==> src/rtl/uart_pkg.sv <==
// ============================================================================
// Module      : uart_pkg
// Description : Shared types and constants for the UART message scheduler.
// Revision    : 1.0 - initial release
// ============================================================================
`default_nettype none

package uart_pkg;

    localparam int DEFAULT_DW = 8;

    localparam logic [7:0] CHAR_CR = 8'h0D;
    localparam logic [7:0] CHAR_LF = 8'h0A;

    typedef enum logic [2:0] {
        ST_IDLE    = 3'd0,
        ST_ARB     = 3'd1,
        ST_ISSUE   = 3'd2,
        ST_GUARD   = 3'd3,
        ST_WAIT_TX = 3'd4
    } state_t;

    // Source of the character currently being transmitted.
    typedef enum logic [1:0] {
        SEL_ECHO = 2'd0,
        SEL_BUF  = 2'd1,
        SEL_CR   = 2'd2,
        SEL_LF   = 2'd3
    } sel_t;

    function automatic int clog2(input int value);
        int r;
        int v;
        r = 0;
        v = value - 1;
        while (v > 0) begin
            r = r + 1;
            v = v >> 1;
        end
        return r;
    endfunction

endpackage

`default_nettype wire

==> src/rtl/uart_echo_fifo.sv <==
// ============================================================================
// Module      : uart_echo_fifo
// Description : Synchronous echo FIFO with full/empty and sticky overflow.
// Revision    : 1.0 - initial release
// ============================================================================
`default_nettype none

module uart_echo_fifo
    import uart_pkg::*;
#(
    parameter int DW         = DEFAULT_DW,
    parameter int ECHO_DEPTH = 4
) (
    input  logic          clk,
    input  logic          rst,
    input  logic          i_push,
    input  logic [DW-1:0] i_wdata,
    input  logic          i_pop,
    output logic [DW-1:0] o_rdata,
    output logic          o_full,
    output logic          o_empty,
    output logic          o_overflow
);

    localparam int          AW      = clog2(ECHO_DEPTH);
    localparam logic [AW:0] C_DEPTH = (AW+1)'(ECHO_DEPTH);

    logic [DW-1:0] r_mem [ECHO_DEPTH];
    logic [AW-1:0] r_wptr;
    logic [AW-1:0] r_rptr;
    logic [AW:0]   r_count;
    logic          r_overflow;
    logic          w_do_push;
    logic          w_do_pop;

    assign o_full     = (r_count == C_DEPTH);
    assign o_empty    = (r_count == '0);
    assign o_rdata    = r_mem[r_rptr];
    assign o_overflow = r_overflow;

    // A pop frees the head slot in the same cycle, so a full FIFO still accepts.
    assign w_do_pop  = i_pop && !o_empty;
    assign w_do_push = i_push && (!o_full || w_do_pop);

    always_ff @(posedge clk) begin
        if (w_do_push) begin
            r_mem[r_wptr] <= i_wdata;
        end
    end

    always_ff @(posedge clk) begin
        if (rst) begin
            r_wptr     <= '0;
            r_rptr     <= '0;
            r_count    <= '0;
            r_overflow <= 1'b0;
        end else begin
            if (w_do_push) begin
                r_wptr <= r_wptr + 1'b1;
            end
            if (w_do_pop) begin
                r_rptr <= r_rptr + 1'b1;
            end
            if (w_do_push && !w_do_pop) begin
                r_count <= r_count + 1'b1;
            end else if (!w_do_push && w_do_pop) begin
                r_count <= r_count - 1'b1;
            end
            if (i_push && !w_do_push) begin
                r_overflow <= 1'b1;
            end
        end
    end

endmodule

`default_nettype wire

==> src/rtl/uart_msg_sched.sv <==
// ============================================================================
// Module      : uart_msg_sched
// Description : Periodic message transmitter with prioritised receive echo.
//               Optional CR/LF trailer enabled by macro UART_MSG_CRLF_EN.
// Revision    : 1.0 - initial release
// ============================================================================
`default_nettype none

module uart_msg_sched
    import uart_pkg::*;
#(
    parameter int DW            = DEFAULT_DW,
    parameter int MSG_DEPTH     = 32,
    parameter int ECHO_DEPTH    = 4,
    parameter int PERIOD_CYCLES = 262144,
    parameter int GAP_CYCLES    = 16
) (
    input  logic                         clk,
    input  logic                         rst,
    input  logic                         rx_valid,
    input  logic [DW-1:0]                rx_data,
    input  logic                         tx_busy,
    output logic                         tx_start,
    output logic [DW-1:0]                tx_data,
    input  logic                         msg_we,
    input  logic [$clog2(MSG_DEPTH)-1:0] msg_waddr,
    input  logic [DW-1:0]                msg_wdata,
    input  logic [$clog2(MSG_DEPTH):0]   msg_len,
    output logic                         msg_active,
    output logic                         echo_overflow
);

    localparam int MAW = clog2(MSG_DEPTH);
    localparam int PW  = clog2(PERIOD_CYCLES) + 1;
    localparam int GW  = clog2(GAP_CYCLES) + 1;

    localparam logic [PW-1:0] C_PERIOD_LAST = PW'(PERIOD_CYCLES - 1);
    localparam logic [GW-1:0] C_GAP_LAST    = GW'(GAP_CYCLES - 1);

`ifdef UART_MSG_CRLF_EN
    localparam bit CRLF_EN = 1'b1;
`else
    localparam bit CRLF_EN = 1'b0;
`endif

    logic [DW-1:0] r_buf [MSG_DEPTH];

    state_t        r_state;
    state_t        w_next;
    sel_t          r_sel;
    sel_t          r_phase;
    sel_t          w_sel;
    logic [DW-1:0] w_sel_data;
    logic [DW-1:0] r_tx_data;
    logic          r_tx_start;
    logic          r_msg_active;
    logic [MAW:0]  r_index;
    logic [PW-1:0] r_period;
    logic [GW-1:0] r_gap;

    logic          w_pop;
    logic          w_fifo_full;
    logic          w_fifo_empty;
    logic [DW-1:0] w_fifo_rdata;
    logic          w_unused_full;
    logic          w_period_hit;
    logic          w_char_done;
    logic          w_buf_done;

    uart_echo_fifo #(
        .DW         (DW),
        .ECHO_DEPTH (ECHO_DEPTH)
    ) u_echo_fifo (
        .clk        (clk),
        .rst        (rst),
        .i_push     (rx_valid),
        .i_wdata    (rx_data),
        .i_pop      (w_pop),
        .o_rdata    (w_fifo_rdata),
        .o_full     (w_fifo_full),
        .o_empty    (w_fifo_empty),
        .o_overflow (echo_overflow)
    );

    assign w_unused_full = w_fifo_full;

    assign tx_start   = r_tx_start;
    assign tx_data    = r_tx_data;
    assign msg_active = r_msg_active;

    assign w_period_hit = (r_period == C_PERIOD_LAST) && (msg_len != '0);
    assign w_char_done  = (r_state == ST_WAIT_TX) && !tx_busy && (r_sel != SEL_ECHO);
    // Compared against the live length so a shrink mid-message ends it early.
    assign w_buf_done   = (r_sel == SEL_BUF) && (r_index >= msg_len);

    always_ff @(posedge clk) begin
        if (msg_we) begin
            r_buf[msg_waddr] <= msg_wdata;
        end
    end

    always_comb begin
        w_sel      = r_phase;
        w_sel_data = r_buf[r_index[MAW-1:0]];
        if (!w_fifo_empty) begin
            w_sel      = SEL_ECHO;
            w_sel_data = w_fifo_rdata;
        end else if (r_phase == SEL_CR) begin
            w_sel_data = DW'(CHAR_CR);
        end else if (r_phase == SEL_LF) begin
            w_sel_data = DW'(CHAR_LF);
        end
    end

    always_comb begin
        w_next = r_state;
        w_pop  = 1'b0;
        case (r_state)
            ST_IDLE: begin
                // Holding off while busy protects a frame left running across rst.
                if (!tx_busy && (!w_fifo_empty || w_period_hit)) begin
                    w_next = ST_ARB;
                end
            end
            ST_ARB: begin
                if (!w_fifo_empty || r_msg_active || w_period_hit) begin
                    w_next = ST_ISSUE;
                end else begin
                    w_next = ST_IDLE;
                end
            end
            ST_ISSUE: begin
                w_next = ST_GUARD;
                w_pop  = (r_sel == SEL_ECHO);
            end
            ST_GUARD: begin
                if (r_gap >= C_GAP_LAST) begin
                    w_next = ST_WAIT_TX;
                end
            end
            ST_WAIT_TX: begin
                if (!tx_busy) begin
                    w_next = ST_ARB;
                end
            end
            default: w_next = ST_IDLE;
        endcase
    end

    always_ff @(posedge clk) begin
        if (rst) begin
            r_state <= ST_IDLE;
        end else begin
            r_state <= w_next;
        end
    end

    always_ff @(posedge clk) begin
        if (rst) begin
            r_tx_start   <= 1'b0;
            r_tx_data    <= '0;
            r_sel        <= SEL_ECHO;
            r_phase      <= SEL_BUF;
            r_msg_active <= 1'b0;
            r_index      <= '0;
            r_period     <= '0;
            r_gap        <= '0;
        end else begin
            r_tx_start <= (w_next == ST_ISSUE);
            if (!r_msg_active && (r_period != C_PERIOD_LAST)) begin
                r_period <= r_period + 1'b1;
            end
            case (r_state)
                ST_ARB: begin
                    if (w_next == ST_ISSUE) begin
                        r_sel     <= w_sel;
                        r_tx_data <= w_sel_data;
                        if ((w_sel != SEL_ECHO) && !r_msg_active) begin
                            r_msg_active <= 1'b1;
                            r_period     <= '0;
                        end
                    end
                end
                ST_ISSUE: begin
                    r_gap <= GW'(1);
                    if (r_sel == SEL_BUF) begin
                        r_index <= r_index + 1'b1;
                    end
                end
                ST_GUARD: begin
                    r_gap <= r_gap + 1'b1;
                end
                ST_WAIT_TX: begin
                    if (w_char_done) begin
                        if (CRLF_EN && w_buf_done) begin
                            r_phase <= SEL_CR;
                        end else if (CRLF_EN && (r_sel == SEL_CR)) begin
                            r_phase <= SEL_LF;
                        end else if (w_buf_done || (r_sel == SEL_LF)) begin
                            r_phase      <= SEL_BUF;
                            r_index      <= '0;
                            r_msg_active <= 1'b0;
                            r_period     <= '0;
                        end
                    end
                end
                default: ;
            endcase
        end
    end

endmodule

`default_nettype wire

==> config.mk <==
export PLATFORM = sky130hd
export DESIGN_NAME = uart_msg_sched
export DESIGN_NICKNAME = d
export VERILOG_FILES = /design/src/rtl/uart_pkg.sv /design/src/rtl/uart_echo_fifo.sv /design/src/rtl/uart_msg_sched.sv
export SDC_FILE = /design/constraint.sdc
export NUM_CORES = 1
export LEC_CHECK = 0
export CAP_MARGIN = 20
export CORE_AREA = 2 2 243 245
export CTS_CLUSTER_SIZE = 10
export DETAILED_ROUTE_END_ITERATION = 12
export DIE_AREA = 0 0 245 247
export PLACE_DENSITY = 0.41
export SETUP_SLACK_MARGIN = 0.5
export SLEW_MARGIN = 20
export SYNTH_ARGS = -nofsm -noshare
export SYNTH_HDL_FRONTEND = slang
export SYNTH_SLANG_ARGS = --single-unit
==> constraint.sdc <==
create_clock -name clk -period 6.6 [get_ports clk]
set_input_delay 1.32 -clock clk [delete_from_list [all_inputs] [get_ports clk]]
set_output_delay 1.32 -clock clk [all_outputs]
set_load 0.01 [all_outputs]
==> results of run 1 <==
power groups by stage:
stage	Combinational [µW]	Sequential, µW	Clock (µW)
6_report	469	2510	2120
5_1_grt	517	2520	2270
4_1_cts	479	2510	2170
3_5_place_dp	476	2560	0
3_3_place_gp	474	2560	0
2_1_floorplan	277	2540	0
path summary, 6_finish.rpt:
kind / depth (start not counted) / end / start / slack (ns)
hold / removal: 2 / r_period[18] / r_period[18] / 0.47
hold reg to reg: 2 / r_period[18] / r_period[18] / 0.47
setup / recovery: 7 / r_period[13] / msg_len[0] / 3.07
setup reg to reg: 6 / tx_data[4] / flip-flop / 3.27
cell usage in the layout, fill, tap and decap left out, types with 11 or more instances in the layout:
master	count
a211oi_1	34
a21oi_1	25
buf_4	16
clkbuf_1	17
clkbuf_16	43
clkdlybuf4s50_1	42
dfxtp_1	58
edfxtp_1	288
ha_1	15
inv_1	15
mux2_2	101
nand2_1	26
nand3_1	19
nand3b_1	11
nor2_1	55
nor2b_1	28
nor3_1	56
o21ai_0	28
o22ai_1	38
xnor2_1	20
state kept, by name, indices dropped and copies added (netlist names), named ones only:
| register | cells |
|---|---|
| r_buf | 256 |
| u_echo_fifo.r_mem | 32 |
| r_period | 19 |
| tx_data | 8 |
| r_index | 6 |
| r_gap | 5 |
| r_state | 3 |
| u_echo_fifo.r_count | 3 |
| u_echo_fifo.r_rptr | 2 |
| u_echo_fifo.r_wptr | 2 |
| msg_active | 1 |
| r_sel | 1 |
| tx_start | 1 |
| u_echo_fifo.o_overflow | 1 |
stage by stage:
stage                     instances  power [µW]  worst slack [ns]  hold slack, ns  area, µm²
final                          1817        5100              3.07           0.470      16800
after global placement         1747        3030              2.55           0.454      15600
after detailed placement       1747        3030              2.50           0.459      15600
after floorplan                 969        2820              3.71           0.428      14300
after global routing           1816        5310              2.77           0.505      16800
after CTS                      1815        5170              3.07           0.470      16800
metal layers:
metal,wire length [µm],share of wire (%)
met5,0,0
met4,644,1.8
met3,1660,4.6
met2,17000,47
met1,17100,47
worst min-delay path: stages, from the launching register on:
cell and delay (ns):
dfxtp_1 0.32, o31ai_1 0.07, nor3_1 0.04
layout make-up:
class	count	area, µm²	share of cell area [%]
Clock buffer	61	1150	6.86
Multi-Input combinational cell	553	4160	24.7
Tap cell	773	967	5.75
Antenna cell	1	2.50	0.0149
Clock inverter	7	77.6	0.461
Sequential cell	347	9830	58.4
Timing Repair Buffer	60	574	3.41
Inverter	15	56.3	0.335
logic make-up after synthesis:
| logic type | share of synthesized area (%) |
|---|---|
| AND/OR/NAND/NOR | 9.02 |
| multiplexers | 9.87 |
| XOR/XNOR | 1.35 |
| adder cells (fa/ha/maj) | 1.45 |
| buffers and inverters | 2.21 |
| AO/OA/AOI/OAI | 7.34 |
| flip-flops | 68.8 |
==> impl_metrics.yaml, run 1 <==
yosys:
  ys.warnings.count: 0
  synth.distinct_cells: 51
  synth-main-ff-cell: "edfxtp_1"
  postSynthAreaPerCell_um2: 14.8
  async_flop_share_pct: 0
  synth-seq-cells: 347
  mappedNetlistArea_um2: 14300
  synth-edff-count: 288
  syn_inst: 969
  synthTopCellsByCount: "edfxtp_1 (288), mux2_2 (101), dfxtp_1 (59)"
  yosys.area.top_type_share_pct: 60.5
  syn_nets: 1017
  synth_area_leaders: "edfxtp_1 (61%), dfxtp_1 (8.3%), mux2_2 (8.0%), nor3_1 (2.0%), a211oi_1 (1.8%)"
  yosysMostFrequentCell: "edfxtp_1"
  yosys.area.top_type: "edfxtp_1"
  synth_seq_area_share_pct: 68.8
route:
  drt-vias-per-instance: 4.51
  drc: 0
  drt-initial-drc-count: 496
  routed_wl_um: 36400
  drt-pass1-iter-count: 4
  post_drt_wl_per_cell_um: 20.0
  vias: 8197
  ant_nets: 0
timing:
  fmax_mhz: 283
  skew_ns: 0.0143
  grt_setup_unrepaired: "no"
  period_share_pct: 53.5
  period_needed_ns: 3.53
  setup_violations: 0
  finalHoldViolations: 0
  fin_tns_setup_ns: 0
  slew_headroom_pct: 33.7
  slew_violations: 0
  tightestPinTransition_ns: 0.990
floorplan:
  die_w_um: 245
  dieArea_um2: 60500
  core.rowCount: 89
  io_pins: 43
  coreArea_um2: 58200
  die_h_um: 247
  start_util_pct: 24.5
clock_tree:
  post-cts-setup-buffers: 0
  cts.clk_slew.worst_paths_ns: 0.05
  hold_buffers: 0
  cts_tree: "built"
  cts_buffer_depth: 3
  clockRootBuffer: "clkbuf_16"
  ctsResizeCount: 0
  worstSkewPairLatency_ns: 0.55
  cts_sinks: 347
  cts_buffers: 42
  cts_max_level: 2
global_route:
  grt_util_met3_pct: 2.68
  grt_pass1_wl_um: 54800
  grt_pass1_vias: 8462
  grt_util_met1_pct: 16.4
  grt-ovfl-total: 0
  grt_busiest_layer: "met2"
  grt_max_degree: 102
  use_met2_pct: 19.5
  grt_usage_pct: 12.1
  antenna_found_initial: 0
place:
  hpwl_um: 21700
  numPortBuffers: 42
  place_congestion: 0.712
worst_setup_path:
  path_max_fanout: 20
  worstPathRequired_ns: 7.05
  critPathKind: "in -> reg"
  critical-path-slowest-cell: "nand2_1"
  worstSetupEndpointType: "flip-flop"
  crit_buf_inv: 1
  worstPathCellList: "clkdlybuf4s50_1 > ha_1 > nand2b_1 > a2111oi_0 > nand4b_1 > nand2_1 > nor3_1"
  critPathLaunchType: "primary input"
  cpPeakStageDelay_ns: 0.60
  crit_arrival_ns: 3.98
  path_delay_family: "simple AND/OR/NAND/NOR gates"
cells_and_area:
  areaGrowthSynthToFinish_pct: 17.7
  fin_util_pct: 28.9
  fill_cells: 5904
  num-nets-final: 1067
  drive_gt1_share_pct: 18.2
power:
  power_frac_seq_pct: 49.2
  irDropWorstVdd_v: 0.000196
  power_frac_clock_pct: 41.6
  leakage_uw: 0.00511
  internal-power_uw: 3870
  swShare_pct: 24.0
  switchingPower_uw: 1230
  power_frac_comb_pct: 9.2
  power_density_nw_per_um2: 303
run_status:
  status: "completed"
run:
  max-cap-violations: 0
worst_hold_path:
  hold_path_class: "reg -> reg"
Power figures use the tool's default switching activity.
==> run 2: changes to the inputs <==
--- a/config.mk
+++ b/config.mk
@@ -10,7 +10,7 @@
 export CTS_CLUSTER_SIZE = 10
 export DETAILED_ROUTE_END_ITERATION = 12
 export DIE_AREA = 0 0 245 247
-export PLACE_DENSITY = 0.41
+export PLACE_DENSITY = 0.42
 export SETUP_SLACK_MARGIN = 0.5
 export SLEW_MARGIN = 20
 export SYNTH_ARGS = -nofsm -noshare
==> constraint.sdc (replaced) <==
create_clock -name clk -period 3.01 [get_ports clk]
set_input_delay 0.602 -clock clk [delete_from_list [all_inputs] [get_ports clk]]
set_output_delay 0.602 -clock clk [all_outputs]
set_load 0.01 [all_outputs]
==> run 2 against run 1 <==
Flip-flop and latch count did not move. Power grew 120%. Core utilization up 0.99 points. Clock-buffer cell count fell by 1. First-iteration DRC count down 15%. Register-to-register slack got worse by 2.7 ns. Sequential share of layout area is 1.9 points lower. Via count up 2.2%. Design area is 3.4% higher.
==> impl_metrics.yaml, run 2 (synthesized netlist as in run 1, its figures left out) <==
run_status:
  status: "completed"
cells_and_area:
  areaGrowthSynthToFinish_pct: 21.7
  fill_cells: 5849
  reg_top3: "r_buf x256, u_echo_fifo.r_mem x32, r_period x19"
  fin_util_pct: 29.9
  drive_gt1_share_pct: 23.9
  largest_reg_flops: 256
  layout.cells.most_common: "edfxtp_1"
  stdcell_count: 1880
  num-nets-final: 1131
  layout_common_cells: "edfxtp_1 (288), mux2_2 (101), buf_4 (75), nor3_1 (56), dfxtp_1 (56)"
  antenna_cells: 0
  top_register: "r_buf"
timing:
  tightestPinTransition_ns: 0.716
  slew_headroom_pct: 51.8
  finalHoldViolations: 0
  fmax_mhz: 418
  period_needed_ns: 2.39
  grt_setup_unrepaired: "no"
  period_share_pct: 79.4
  setup_violations: 0
  skew_ns: 0.0279
  slew_violations: 0
  fin_tns_setup_ns: 0
  worst_slack_ns: 0.619
global_route:
  grt_usage_pct: 12.1
  antenna_found_initial: 0
  grt-ovfl-total: 0
  grt_max_degree: 35
  grt_pass1_vias: 8591
  grt_pass1_wl_um: 54800
route:
  post_drt_wl_per_cell_um: 19.5
  drt-initial-drc-count: 420
  drt-vias-per-instance: 4.46
  ant_nets: 0
  drt-pass1-iter-count: 4
  vias: 8377
  routed_wl_um: 36600
  drc: 0
worst_setup_path:
  path_max_fanout: 12
  critPathKind: "reg -> reg"
  worstSetupEndpointType: "flip-flop"
  reg2reg_to: "tx_data[4]"
  crit_buf_inv: 3
  crit_path_end: "tx_data[4]"
  critical-path-slowest-cell: "o41ai_2"
  cp.depth: 8
  reg2regPathDepth: 8
  critPathLaunchType: "flip-flop"
  path_delay_family: "compound AO/OA/AOI/OAI gates"
  cpPeakStageDelay_ns: 0.50
  worstPathCellList: "buf_12 > buf_4 > buf_4 > nor2b_1 > a211oi_1 > nor3_1 > o41ai_2 > a311oi_1"
  crit_arrival_ns: 2.78
  path_common_cell: "buf_4"
  worstPathRequired_ns: 3.40
  rrSetupSlack_ns: 0.62
run:
  max-cap-violations: 0
clock_tree:
  worstSkewPairLatency_ns: 0.55
  clockRootBuffer: "clkbuf_16"
  cts_buffer_depth: 3
  cts_sinks: 347
  cts_max_level: 2
  cts_buffers: 42
  cts.clk_slew.worst_paths_ns: 0.06
  cts_tree: "built"
power:
  power_density_nw_per_um2: 639
  irDropWorstVdd_v: 0.000376
  leakage_uw: 0.00549
floorplan:
  start_util_pct: 24.5
  coreArea_um2: 58200
  io_pins: 43
  core.rowCount: 89
  die_h_um: 247
  die_w_um: 245
  dieArea_um2: 60500
place:
  hpwl_um: 22800
  dp_slack_ns: 0.208
  dp_cells: 1809
  place_congestion: 0.739
  numPortBuffers: 42
worst_hold_path:
  hold_path_class: "reg -> reg"
## run 2: changes by cell type in the layout (fill, tap and decap cells not counted), moves of 3 or more
cell     previous run  this run
buf_12              1         6
buf_4              16        75
o41ai_1             8         0
inv_6               0         3
o41ai_2             0         7
## run 2: worst min-delay path by stage
stage | from | to | slack, ns | cells after the start
2_1_floorplan | r_period[18] | r_period[18] | 0.43 | 2
3_3_place_gp | r_period[18] | r_period[18] | 0.45 | 2
3_5_place_dp | r_period[18] | r_period[18] | 0.45 | 2
4_1_cts | r_period[18] | r_period[18] | 0.47 | 2
5_1_grt | r_period[18] | r_period[18] | 0.48 | 2
6_report | r_gap[4] | r_gap[4] | 0.47 | 2
## run 2: area by class of cell
class	instances	area, µm²	area share, %
clock buffers	60	1120	6.43
well taps	773	967	5.56
repair buffers	124	1110	6.41
inverters	15	56.3	0.324
clock inverters	8	58.8	0.338
flip-flops and latches	347	9840	56.5
multi-input cells	553	4250	24.4
## run 2: metrics by stage
stage | cell area (µm²) | hold WS, ns | power (µW)
after floorplan | 14300 | 0.428 | 6190
after global placement | 16100 | 0.447 | 6710
after detailed placement | 16100 | 0.454 | 6710
after CTS | 17400 | 0.468 | 11300
after global routing | 17400 | 0.483 | 11600
final | 17400 | 0.473 | 11100
## run 2: what timing repair did
item,4_1_cts,5_1_grt
endpoints found under the setup margin,9,8
buffers inserted,1,1
gates resized for setup,8,7
pin swaps,1,0
gates cloned,0,0
hold buffers,0,0
## run 2: power by group
group	switching, µW	internal, µW	leakage [µW]	total, µW
registers	118	5380	0.00308	5500
clock network	1880	2570	0.000568	4450
logic	703	461	0.00184	1160
total	2710	8410	0.00549	11100
## run 2: layer usage
metal	share of wire [%]	global-route usage (%)	vias up
met3	2.9	2.07	46
met4	1.5	3.08	0
met1	47	16.5	4219
met2	48	19.9	116
met5	0	0	-
li1	-	-	3996
## run 2: worst reg2reg max path: stages (launching register included)
cell and delay [ns]:
dfxtp_4 0.49, buf_12 0.19, buf_4 0.17, buf_4 0.19, nor2b_1 0.07, a211oi_1 0.29
nor3_1 0.19, o41ai_2 0.50, a311oi_1 0.17
==> run 3: changes to the inputs <==
--- a/config.mk
+++ b/config.mk
@@ -10,7 +10,7 @@
 export CTS_CLUSTER_SIZE = 10
 export DETAILED_ROUTE_END_ITERATION = 12
 export DIE_AREA = 0 0 245 247
-export PLACE_DENSITY = 0.42
+export PLACE_DENSITY = 0.41
 export SETUP_SLACK_MARGIN = 0.5
 export SLEW_MARGIN = 20
 export SYNTH_ARGS = -nofsm -noshare
==> constraint.sdc (replaced) <==
create_clock -name clk -period 2.28 [get_ports clk]
set_input_delay 0.456 -clock clk [delete_from_list [all_inputs] [get_ports clk]]
set_output_delay 0.456 -clock clk [all_outputs]
set_load 0.01 [all_outputs]
==> run 3 against run 2 <==
Combinational power rose by 63%. Clock-buffer cell count fell by 4. Global-route usage rose by 0.94 points. Sequential share of layout area fell by 5.9 points. First-iteration DRC count rose by 25%. Power rose by 35%. Core utilization rose by 3.5 points. Critical path type unchanged. Largest cell class unchanged. Largest power group unchanged. Highest routed layer unchanged.
==> impl_metrics.yaml, run 3 (synthesized netlist as in run 1, its figures left out) <==
route:
  ant_nets: 0
  drt-initial-drc-count: 524
  vias: 8918
  post_drt_wl_per_cell_um: 20.3
  drc: 0
  routed_wl_um: 40000
  drt-vias-per-instance: 4.54
  drt-pass1-iter-count: 5
floorplan:
  die_h_um: 247
  start_util_pct: 24.5
  coreArea_um2: 58200
  die_w_um: 245
  core.rowCount: 89
  io_pins: 43
  dieArea_um2: 60500
timing:
  period_needed_ns: 2.26
  slew_violations: 0
  grt_setup_unrepaired: "yes"
  finalHoldViolations: 0
  skew_ns: 0.0255
  fin_tns_setup_ns: 0
  period_share_pct: 99.2
  setup_violations: 0
  fmax_mhz: 442
  tightestPinTransition_ns: 0.621
  slew_headroom_pct: 58.4
clock_tree:
  cts_buffer_depth: 3
  cts_tree: "built"
  cts_sinks: 347
  cts.clk_slew.worst_paths_ns: 0.06
  worstSkewPairLatency_ns: 0.57
  cts_max_level: 2
  cts_buffers: 41
  clockRootBuffer: "clkbuf_16"
cells_and_area:
  drive_gt1_share_pct: 40.2
  antenna_cells: 0
  areaGrowthSynthToFinish_pct: 36.2
  layout_common_cells: "edfxtp_1 (288), buf_4 (119), mux2_2 (93), clkbuf_16 (47), dfxtp_1 (46)"
  num-nets-final: 1223
  layout.cells.most_common: "edfxtp_1"
  multi_input_area_um2: 5080
  fill_cells: 5701
  largest_reg_flops: 256
  top_register: "r_buf"
  ff_latch_area_um2: 9850
  reg_top3: "r_buf x256, u_echo_fifo.r_mem x32, r_period x19"
global_route:
  antenna_found_initial: 0
  grt_usage_pct: 13.1
  grt_max_degree: 33
  grt-ovfl-total: 0
  grt_pass1_vias: 9089
  grt_pass1_wl_um: 58900
worst_hold_path:
  hold_start: "r_gap[4]"
  hold_path_class: "reg -> reg"
run_status:
  status: "completed"
worst_setup_path:
  critPathKind: "reg -> reg"
  worstPathRequired_ns: 2.67
  path_max_fanout: 7
  crit_arrival_ns: 2.65
  critPathLaunchType: "flip-flop"
  worstSetupEndpointType: "flip-flop"
power:
  irDropWorstVdd_v: 0.000412
  leakage_uw: 0.00633
  p_total_uw: 15000
  power_density_nw_per_um2: 771
place:
  place_congestion: 0.736
  hpwl_um: 23800
  numPortBuffers: 42
run:
  max-cap-violations: 0
-- run 3: final cells by class --
| class | instances | share of cell area [%] |
|---|---|---|
| clock buffer | 56 | 5.66 |
| clock inverter | 5 | 0.251 |
| multi-input combinational | 554 | 26.1 |
| tap | 773 | 4.97 |
| sequential | 347 | 50.6 |
| inverter | 15 | 0.302 |
| timing repair buffer | 216 | 12.1 |
-- run 3: where the power goes --
group | leakage [µW] | internal [µW] | switching (µW) | total, µW
logic | 0.00269 | 872 | 1020 | 1890
clock network | 0.000556 | 3350 | 2490 | 5840
registers | 0.00308 | 7110 | 155 | 7270
total | 0.00633 | 11300 | 3670 | 15000
-- run 3: worst paths after layout --
kind	to	slack, ns	depth (start not counted)
setup reg to reg	tx_data[2]	0.02	9
hold / removal	r_gap[4]	0.48	2
setup / recovery	tx_data[2]	0.02	9
hold reg to reg	r_gap[4]	0.48	2
-- run 3: timing repair --
item                                    CTS  global route
pin swaps                                24            24
endpoints found under the setup margin   61            46
cloned                                    9             7
hold buffers                              0             0
resized for setup                       138            84
setup buffers                            13            14
-- run 3: per-stage QoR --
| stage | setup slack [ns] | instances | hold WS (ns) | cell area, µm² | util (%) |
|---|---|---|---|---|---|
| global route | -0.0250 | 1966 | 0.511 | 19500 | 33.4 |
| floorplan | 0.0393 | 969 | 0.428 | 14500 | - |
| global placement | -0.380 | 1862 | 0.453 | 16700 | 28.8 |
| CTS | 0.0210 | 1945 | 0.470 | 18800 | 32.2 |
| finish | 0.0183 | 1966 | 0.480 | 19500 | 33.4 |
| detailed placement | -0.419 | 1862 | 0.459 | 16700 | 28.8 |
-- run 3: worst max-delay path: stages, from the launching register on --
cell and delay, ns:
dfxtp_4 0.36, buf_12 0.14, buf_12 0.14, clkbuf_16 0.17, mux2_4 0.32, o22ai_4 0.23, nor3_4 0.07, o41ai_2 0.37
buf_4 0.19, a311oi_1 0.09
-- run 3: routing by layer --
metal  track usage, %  up-vias  part of all wire (%)
met1             18.0     4526                    48
met2             20.5      159                    45
met5                0        -                     0
li1                 -     4186                     -
met3             2.46       47                   4.6
met4             4.39        0                   2.1
==> RTL edit 1: new RTL, config.mk and constraints of run 1 <==
Register the output `echo_overflow`; this adds one clock of latency there. The other outputs are not delayed to match.
--- a/src/rtl/uart_msg_sched.sv
+++ b/src/rtl/uart_msg_sched.sv
@@ -39,2 +39,4 @@
 
+    logic echo_overflow_d;
+
 `ifdef UART_MSG_CRLF_EN
@@ -81,3 +83,3 @@
         .o_empty    (w_fifo_empty),
-        .o_overflow (echo_overflow)
+        .o_overflow (echo_overflow_d)
     );
@@ -211,2 +213,6 @@
 
+    always_ff @(posedge clk) begin
+        echo_overflow <= echo_overflow_d;
+    end
+
 endmodule
Behaviour: not the same (a bounded check fails within 10 cycles, from zero or initial values and one cycle with rst high).
==> RTL edit 1 against run 1 <==
- worst setup slack got worse by 0.034 ns
- critical path depth unchanged
- sequential power barely moved
- first-iteration DRC count decreased by 0.81%
- largest power group unchanged
- worst hold slack got worse by 0.12 ns
- sequential cell count grew 1
- count of clock-buffer cells in the layout up 2
- final area about the same
- die area stayed put
- combinational power fell by 0.9%
- area after synthesis is 0.14% higher
- wire length up 0.55%
- power grew 0.39%
==> RTL edit 1: results (changes against run 1) <==
run status complete, no violations (unchanged); detailed route wirelength on metal3 1755 um (was 1658 um); largest incremental delay on the critical path 0.63 ns (was 0.60 ns); flop2flop setup slack 3.10 ns (was 3.27 ns); Placement Setup Slack 2.485 ns (was 2.502 ns); post-layout total power 5.120 mW (was 5.100 mW); proportion of netlist area held by the largest area contributor 60.42% (was 60.50%); worst hold slack after final layout 0.3498 ns (was 0.4697 ns); peak supply drop 0.1930 mV (was 0.1961 mV); met1 layer wirelength in the final routing 16740 um (was 17120 um); routing usage on met3 2.518% (was 2.681%); via count of the first global-routing pass 8451 (was 8462); antenna cells 0 (was 1); routed wl met2 17370 um (was 16960 um); multiplexer share of the synthesized area 9.851% (was 9.865%); number of nets produced by synthesis 1018 (was 1017); largest net degree at the start of global routing 85 (was 102); commonest cells in the netlist edfxtp_1 (288), mux2_2 (101), dfxtp_1 (60) (was edfxtp_1 (288), mux2_2 (101), dfxtp_1 (59)); detailed placer's ending HPWL 22140 um (was 21710 um); cell total after placement 1748 (was 1747); combined global-route utilization of all metal layers 12.13% (was 12.10%); instance area at placement 15600 sq um (was 15580 sq um); worst hold path stage count 0 (was 2); xor/xnor share of the synthesized area 1.346% (was 1.348%); compound-gate portion of the synthesized area 7.334% (was 7.344%); adder-cell area share of the yosys netlist 1.451% (was 1.453%); post-synthesis instance total 970 (was 969); Syn-to-layout area delta 17.64% (was 17.71%); FILL cells 5899 (was 5904); worst reg2reg path endpoint tx_data[6] (was tx_data[4]); met2 Use GR 19.81% (was 19.51%); Layout Skew 0.01120 ns (was 0.01431 ns); number of design-rule violations left by the first detailed-router iteration 492 (was 496); top cells by area, synth edfxtp_1 (60%), dfxtp_1 (8.4%), mux2_2 (7.9%), nor3_1 (2.0%), a211oi_1 (1.8%) (was edfxtp_1 (61%), dfxtp_1 (8.3%), mux2_2 (8.0%), nor3_1 (2.0%), a211oi_1 (1.8%)); slew margin rel. 34.48% (was 33.75%); Worst Hold Path EP echo_overflow (was r_period[18]); global routing met1 resource utilization 16.21% (was 16.43%); register area share after synthesis 68.81% (was 68.77%); first-pass GRT wire length 54510 um (was 54750 um); Post-CTS Resized 0 (unchanged); Static Leak 5.118 nW (was 5.106 nW); worst endpoint data arrival time 4.01 ns (was 3.98 ns); placer congestion estimate 0.7215 (was 0.7123); worst hold path startpoint u_echo_fifo.o_overflow (was r_period[18]); layout cell share with drive strength beyond 1 18.23% (was 18.22%); post-route non-filler standard cell count 1815 (was 1817); detailed-route vias per instance 4.516 (was 4.511)
## RTL edit 1: kinds of logic (layout without fill, tap and decap cells)
logic type / Yosys count / in the layout
xor+xnor: 22 / 22
flops: 348 / 348
buf+inv: 69 / 141
compound gates: 156 / 156
fa+ha+maj: 16 / 16
simple gates: 242 / 242
mux: 117 / 117
## RTL edit 1: layout make-up
cell class                      count  share of cell area [%]
Clock buffer                       63                   7.267
Clock inverter                      4                 0.09660
Inverter                           15                  0.3344
Multi-Input combinational cell    553                   24.69
Sequential cell                   348                   58.52
Tap cell                          773                   5.744
Timing Repair Buffer               59                   3.351
## RTL edit 1: worst max-delay path by stage
stage               start           end  slack (ns)  cells past startpoint
6_report       msg_len[0]   r_period[4]        3.04                      7
5_1_grt        msg_len[0]   r_period[4]        2.80                      7
4_1_cts        msg_len[0]   r_period[4]        3.02                      7
3_5_place_dp   msg_len[0]  r_period[14]        2.48                      7
3_3_place_gp   msg_len[0]  r_period[17]        2.50                      7
2_1_floorplan  msg_len[0]     flip-flop        3.71                      7
==> RTL edit 2: new RTL, config.mk and constraints of run 1 <==
Made on the original files. The option `UART_MSG_CRLF_EN` is turned on by a define.
--- a/src/rtl/uart_msg_sched.sv
+++ b/src/rtl/uart_msg_sched.sv
@@ -7,2 +7,4 @@
 `default_nettype none
+
+`define UART_MSG_CRLF_EN
 
Behaviour: same outputs for any inputs over 10 cycles, from zero or initial values and one cycle with rst high; that may be too few to reach the edited logic, so the function may still have changed.
==> RTL edit 2 against run 1 <==
- wire length fell by 3.9%
- power increased by 0.12%
- area after synthesis shrank 0.85%
- largest cell class unchanged
- clock skew increased by 0.0021 ns
- worst setup slack better by 0.18 ns
- combinational power is 3% higher
- non-clock buffer count decreased by 5
- sequential power is 2% higher
- sequential cell count increased by 3
- final area is 1.3% lower
==> RTL edit 2: results (changes against run 1) <==
run status complete, no violations (unchanged); flop2flop setup slack 3.25 ns (was 3.27 ns); number of nets produced by synthesis 919 (was 1017); worst hold slack after final layout 0.4786 ns (was 0.4697 ns); commonest cells in the netlist edfxtp_1 (288), nor2_1 (97), dfxtp_1 (62) (was edfxtp_1 (288), mux2_2 (101), dfxtp_1 (59)); final layout net count 979 (was 1067); peak supply drop 0.1528 mV (was 0.1961 mV); Layout Skew 0.01645 ns (was 0.01431 ns); layout cell share with drive strength beyond 1 14.74% (was 18.22%); antenna violations before repair 1 (was 0); combined global-route utilization of all metal layers 11.66% (was 12.10%); 1st-pass router iterations 5 (was 4); vias post-DR 7657 (was 8197); placer congestion estimate 0.7280 (was 0.7123); count of cells along the worst register-to-register path 7 (was 6); worst hold path startpoint tx_data[2] (was r_period[18]); worst endpoint data arrival time 3.82 ns (was 3.98 ns); routed wl met2 15800 um (was 16960 um); maximum net fanout on the critical path 33 (was 20); register area share after synthesis 69.78% (was 68.77%); routed length per placed instance 20.29 um (was 20.02 um); detailed route wirelength on metal3 2041 um (was 1658 um); slew margin rel. 28.69% (was 33.75%); detailed placer's ending HPWL 22120 um (was 21710 um); Avg Cell Area, Syn 16.27 sq um (was 14.75 sq um)
RTL edit 2: cell types whose count changed after synthesis, moves of 8 or more:
cell / before / now
a211oi_1: 34 / 6
mux4_2: 9 / 54
nor2_1: 55 / 97
nor2b_1: 28 / 10
xor2_1: 2 / 18
xnor2_1: 20 / 9
o22ai_1: 38 / 1
nor3_1: 56 / 5
o21ai_0: 28 / 8
mux2_2: 101 / 5
mux2i_1: 7 / 52
clkbuf_1: 25 / 12
buf_2: 21 / 13
a22oi_1: 0 / 11
RTL edit 2: critical path: stages, from the launching register on:
cell and delay [ns]:
dfxtp_4 0.80, buf_4 0.42, nor2b_1 0.80, a22o_1 0.44, a2111oi_0 0.14, a311oi_1 0.33, o311ai_1 0.16, a21oi_1 0.16
RTL edit 2: through the flow:
stage	setup slack (ns)	utilization, %
after floorplan	3.617	-
after CTS	3.213	28.53
after detailed placement	2.874	26.49
after global placement	2.871	26.51
after global routing	2.998	28.53
final	3.251	28.53
RTL edit 2: metal layers:
metal / up-vias / global-route usage, %
li1: 3506 / -
met1: 3883 / 16.47
met2: 214 / 18.00
met3: 54 / 2.388
met4: 0 / 3.425
met5: - / 0
RTL edit 2: report_power, final:
part           switching [mW]  leakage [nW]  internal (mW)
clock                   0.860         0.576           1.22
combinational           0.297          1.39          0.186
sequential             0.0681          3.10           2.48
RTL edit 2: cell type report:
type                    instances  area, sq um
clock buffers                  56         1125
clock inverters                 7        60.06
fillers                      5853        41630
inverters                      16        60.06
multi-input cells             466         3996
flip-flops and latches        350         9897
well taps                     773        967.2
repair buffers                 55        508.0
RTL edit 2: logic make-up (layout without fill, tap and decap cells):
group / after synthesis / after routing / share of synthesized area (%)
AOI/OAI and AO/OA: 90 / 90 / 4.653
xor gates and xnor gates: 27 / 27 / 1.669
adders and majority gates: 16 / 16 / 1.466
buffers and inverters: 55 / 134 / 2.022
DFF: 350 / 350 / 69.78
muxes: 111 / 111 / 12.65
and+or+nand+nor: 222 / 222 / 7.760
RTL edit 2: worst max path at each step:
stage,start,endpoint
finish,flip-flop,tx_data[2]
global route,flip-flop,tx_data[2]
CTS,flip-flop,tx_data[2]
detailed placement,msg_we,r_buf[31][3]
global placement,msg_we,r_buf[31][3]
floorplan,rx_valid,u_echo_fifo.r_count[2]
